==> src/rtl/mul_pkg.sv <==
// Shared arithmetic-datapath constants and the multiplier FSM state type.
// The default width is common with the divider so round-trip pairs line up.
package mul_pkg;

  localparam int unsigned MulWidth    = 8;
  localparam int unsigned MulCntWidth = $clog2(MulWidth);

  typedef enum logic [1:0] {
    StIdle,
    StRun,
    StDone
  } mul_state_e;

endpackage

==> src/rtl/mul_step.sv <==
// One shift-add iteration: conditionally adds the multiplicand, shifted by the
// current bit position, into the double-width accumulator.
module mul_step
  import mul_pkg::*;
#(
  parameter int unsigned Width = MulWidth,
  parameter int unsigned CntW  = MulCntWidth
) (
  input  logic [2*Width-1:0] acc_i,
  input  logic [Width-1:0]   mcand_i,
  input  logic [CntW-1:0]    shamt_i,
  input  logic               add_en_i,
  output logic [2*Width-1:0] acc_o
);

  logic [2*Width-1:0] addend;

  always_comb begin
    addend = {{Width{1'b0}}, mcand_i} << shamt_i;
    acc_o  = add_en_i ? (acc_i + addend) : acc_i;
  end

endmodule

==> src/rtl/mul_seq.sv <==
// Sequential shift-add multiply-accumulate: out = in1 * in2 + in3, one
// multiplier bit per clock, with a start/busy/done handshake.
module mul_seq
  import mul_pkg::*;
#(
  parameter int unsigned Width = MulWidth
) (
  input  logic               clk_i,
  input  logic               rst_i,
  input  logic               start_i,
  input  logic [Width-1:0]   in1_i,
  input  logic [Width-1:0]   in2_i,
  input  logic [Width-1:0]   in3_i,
  output logic [2*Width-1:0] out_o,
  output logic               busy_o,
  output logic               done_o,
  output logic               ovf_o
);

  localparam int unsigned CntW = (Width > 1) ? $clog2(Width) : 1;
  localparam int unsigned AccW = 2 * Width;

  mul_state_e      state_q, state_d;
  logic [CntW-1:0] cnt_q, cnt_d;
  logic [Width-1:0] mplier_q, mplier_d;
  logic [Width-1:0] mcand_q, mcand_d;
  logic [AccW-1:0] acc_q, acc_d;
  logic [AccW-1:0] out_q, out_d;
  logic            ovf_q, ovf_d;
  logic [AccW-1:0] step_acc;

  mul_step #(
    .Width (Width),
    .CntW  (CntW)
  ) u_step (
    .acc_i    (acc_q),
    .mcand_i  (mcand_q),
    .shamt_i  (cnt_q),
    .add_en_i (mplier_q[cnt_q]),
    .acc_o    (step_acc)
  );

  always_comb begin
    state_d  = state_q;
    cnt_d    = cnt_q;
    mplier_d = mplier_q;
    mcand_d  = mcand_q;
    acc_d    = acc_q;
    out_d    = out_q;
    ovf_d    = ovf_q;
    unique case (state_q)
      StIdle: begin
        if (start_i) begin
          state_d  = StRun;
          cnt_d    = '0;
          mplier_d = in1_i;
          mcand_d  = in2_i;
          acc_d    = {{Width{1'b0}}, in3_i};
        end
      end
      StRun: begin
        acc_d = step_acc;
        cnt_d = cnt_q + 1'b1;
        // Final iteration: the result goes straight from the adder to out.
        if (cnt_q == CntW'(Width - 1)) begin
          state_d = StDone;
          cnt_d   = '0;
          out_d   = step_acc;
          ovf_d   = |step_acc[AccW-1:Width];
        end
      end
      StDone: begin
        state_d = StIdle;
      end
      default: begin
        state_d = StIdle;
      end
    endcase
  end

  always_ff @(posedge clk_i) begin
    if (rst_i) begin
      state_q  <= StIdle;
      cnt_q    <= '0;
      mplier_q <= '0;
      mcand_q  <= '0;
      acc_q    <= '0;
      out_q    <= '0;
      ovf_q    <= 1'b0;
    end else begin
      state_q  <= state_d;
      cnt_q    <= cnt_d;
      mplier_q <= mplier_d;
      mcand_q  <= mcand_d;
      acc_q    <= acc_d;
      out_q    <= out_d;
      ovf_q    <= ovf_d;
    end
  end

  assign out_o  = out_q;
  assign ovf_o  = ovf_q;
  assign busy_o = (state_q == StRun);
  assign done_o = (state_q == StDone);

endmodule

==> config.mk <==
export PLATFORM = sky130hd
export DESIGN_NAME = mul_seq
export DESIGN_NICKNAME = d
export VERILOG_FILES = /design/src/rtl/mul_pkg.sv /design/src/rtl/mul_step.sv /design/src/rtl/mul_seq.sv
export SDC_FILE = /design/constraint.sdc
export NUM_CORES = 1
export LEC_CHECK = 0
export CAP_MARGIN = 20
export CORE_MARGIN = 2
export CORE_UTILIZATION = 29
export DETAILED_ROUTE_END_ITERATION = 10
export SYNTH_ARGS = -nofsm -noshare
export SYNTH_HDL_FRONTEND = slang
export SYNTH_SLANG_ARGS = --single-unit
==> constraint.sdc <==
create_clock -name clk_i -period 8.9 [get_ports clk_i]
set_clock_uncertainty 0.15 [all_clocks]
set_input_delay 1.78 -clock clk_i [delete_from_list [all_inputs] [get_ports clk_i]]
set_output_delay 1.78 -clock clk_i [all_outputs]
set_load 0.005 [all_outputs]
==> metrics.md <==
| Metric | Value |
|---|---|
| Status | completed |
| Top post-synthesis cells by area | dfxtp_1 (34%), nand2_1 (7.9%), ha_1 (6.8%) |
| Most common cell in the synthesized netlist | nand2_1 |
| Syn-to-layout area delta | 20.4% |
| Slew HR | 0.410 |
| Clk buf depth | 2 |
| Worst-Skew Late Latency | 0.30 ns |
| CP startpoint kind | flop |
| Worst Max-Slew Pin Slew | 0.866 ns |
| Worst path cell trace | nand2b_1 -> inv_1 -> clkdlybuf4s50_1 |
| Fin Setup TNS | 0 ns |
| CP max FO | 16 |
| First-pass GRT wire length | 13000 um |
| Slowest CP cell | clkdlybuf4s50_1 |
| Logic pwr share | 0.162 |
| Total of fill cells in the finished design | 1118 |
| Layout cells sized above 1 | 0.0519 |
| CTS root buf | clkbuf_8 |
| Final worst path period share | 0.468 |
| Hpwl dp | between 5000 and 6000 um |
| Maximum vdd drop | roughly 0.08 mV |
| Gr ovfl total | 0 |
| Fmax | around 240 MHz |
| Max-cap viol count | 0 |
| Num Clock Sinks | between 50 and 60 |
| Top cell type by total area after synthesis | dfxtp_1 |
| Post-synth ARST share | 0 |
| Pin count of the biggest net entering global routing | between 50 and 60 |
| Drt wl/cell | ~14 um |
| Endpoints failing hold | 0 |
| Power share of the clock group | 0.323 |
| Netlist cell types | 53 |
| Synth cell count leaders | nand2_1 (66), dfxtp_1 (54), nor2_1 (49), a21oi_1 (40) |
| Core Rows | 38 |
| Hold depth | 2 |
| I/O pin total | 46 |
| Final min period | 4.17 ns |
| RSZ-0062 raised after global routing | no |
| Hold Crit Class | reg2reg |
| Netlist Area Pre-Place | around 3100 um2 |
| Psw | approximately 0.00013 W |
| Seq pwr share | 0.516 |
| CP required | about 7 ns |
| Final WS setup | approximately 4.7 ns |
| Mapped Avg Cell Area | ~8.0 um2 |
| Setup bufs post-CTS | 0 |
| Synth warnings | 0 |
| Final GP Congestion | 0.900 |
| Share of the synthesized area in the top cell type | 0.344 |
| GRT Resource Usage Total | 0.139 |
| Drt via density | 4.95 |
| TritonCTS buffer count | 5 |
| Worst path max stage delay | 0.61 ns |
| 1st-iter DRT viols | 208 |
| Via count | approximately 2800 |
| Slew Limit Fails | 0 |
| Post-synthesis sequential area ratio | 0.344 |
| Die area | ~12000 um2 |
| Most used DFF post-synth | dfxtp_1 |
| N_diodes | 0 |
| Die height | approximately 110 um |
| CTS Hold Bufs | 0 |
| Core Box Area | approximately 11000 um2 |
| CP Capture Type | output pin |
| Vias in the first global route | between 2000 and 3000 |
| Antenna violations before repair | 0 |
| Pre-CTS WS | 4.70 ns |
| Worst-path clk slew | roughly 0.09 ns |
| Syn nets | between 400 and 500 |
| Post-cts sizing count | 0 |
| CTS tree | yes |
| Storage cell area | roughly 1100 um2 |
| Flop and latch count out of synthesis | 54 |
| Cells after Synth | ~390 |
| DIE WIDTH | between 100 and 150 um |
| CP arrival | between 2 and 2.5 ns |
| Multi-input gate area | approximately 1900 um2 |
| Cell internal pwr | 0.000369 W |
| Nets | about 470 |
| R2R cell count | 12 |
| Post-route antenna net violation count | 0 |
| DRT Wirelength | a little under 8000 um |
| Port bufs | 45 |
| DR DRC count | 0 |
| Initial Util | 0.294 |
| # setup viols final | 0 |
| Static leakage | between 1 and 1.5 nW |
| CP Class | reg2out |
| Switching share of power | 0.262 |
| H-tree depth | 2 |
| DRT Pass-1 Iters | 4 |
| Number of synthesized flops with an enable pin | 0 |
| Power Density | ~130 nW/um2 |
| R2R Setup Slk | about 5 ns |
power by group through the flow:
stage / logic (W) / clock network (W) / registers (W)
global placement: 0.0000799 / 0 / 0.000264
floorplan: 0.0000588 / 0 / 0.000259
finish: 0.0000809 / 0.000162 / 0.000258
detailed placement: 0.0000808 / 0 / 0.000264
CTS: 0.0000812 / 0.000166 / 0.000258
global route: 0.0000902 / 0.000176 / 0.000260
cell families (layout without fill, tap and decap cells):
group           count (synthesis)  in the layout  synth area share
buf+inv                        29             60            0.0390
compound gates                106            106             0.217
simple gates                  151            151             0.205
xor+xnor                       13             13            0.0362
mux                            22             22            0.0840
flops                          54             54             0.344
fa+ha+maj                      18             18            0.0741
through the flow:
step / power, W / util / cell area (um2) / cells / hold WS [ns]
6_report: 0.000501 / 0.353 / 3780 / 564 / 0.307
5_1_grt: 0.000526 / 0.353 / 3780 / 564 / 0.339
4_1_cts: 0.000506 / 0.353 / 3780 / 564 / 0.310
3_5_place_dp: 0.000345 / 0.344 / 3670 / 556 / 0.297
3_3_place_gp: 0.000344 / 0.344 / 3670 / 556 / 0.295
2_1_floorplan: 0.000318 / - / 3140 / 393 / 0.283
flip-flops by register name, summed over array words and instances, names as in the netlist:
signal,flops
mcand_q,8
mplier_q,8
cnt_q,3
acc_q,16
state_q,2
ovf_o,1
out_o,16
layout by cell type, fill, tap and decap left out, types with 4 or more instances in the layout:
master           Yosys  routed
o21ai_1              4       4
nand3_1              9       9
o22ai_1              5       5
nor3_1               7       7
inv_1                5       5
and2_1               5       5
a22oi_1              6       6
a21o_1               5       5
mux2_2               5       5
clkbuf_8             0       5
a21oi_1             40      40
dfxtp_1             54      54
ha_1                17      17
clkdlybuf4s50_1      0      45
a211oi_1             9       9
xor2_1               9       9
nor2_1              49      49
xnor2_1              4       4
o21ai_0             13      13
nand2_1             66      66
mux2i_1             14      14
nand2b_1             5       5
routing by layer:
metal	routed length (um)	track usage	vias up
li1	-	-	1449
met1	3760	0.193	1255
met2	3390	0.219	72
met3	401	0.0259	15
met4	154	0.0403	0
met5	0	0	-
worst max-delay path: cells and delay by family, from the launching register on:
| kind | cells | cell delay (ns) |
|---|---|---|
| DFF | 1 | 0.32 |
| and+or+nand+nor | 1 | 0.42 |
| buffers and inverters | 2 | 1.19 |
cell type report:
type | count | area share
Clock inverter | 1 | 0.00794
Inverter | 6 | 0.00596
Sequential cell | 54 | 0.286
Clock buffer | 7 | 0.0202
Tap cell | 140 | 0.0463
Timing Repair Buffer | 46 | 0.121
Multi-Input combinational cell | 310 | 0.513
worst paths after layout:
check / from / end
hold / removal: mplier_q[2] / mplier_q[2]
setup / recovery: state_q[1] / busy_o
setup reg to reg: cnt_q[0] / ovf_o
hold reg to reg: mplier_q[2] / mplier_q[2]
Note: power is estimated with default switching activity, not from simulation.
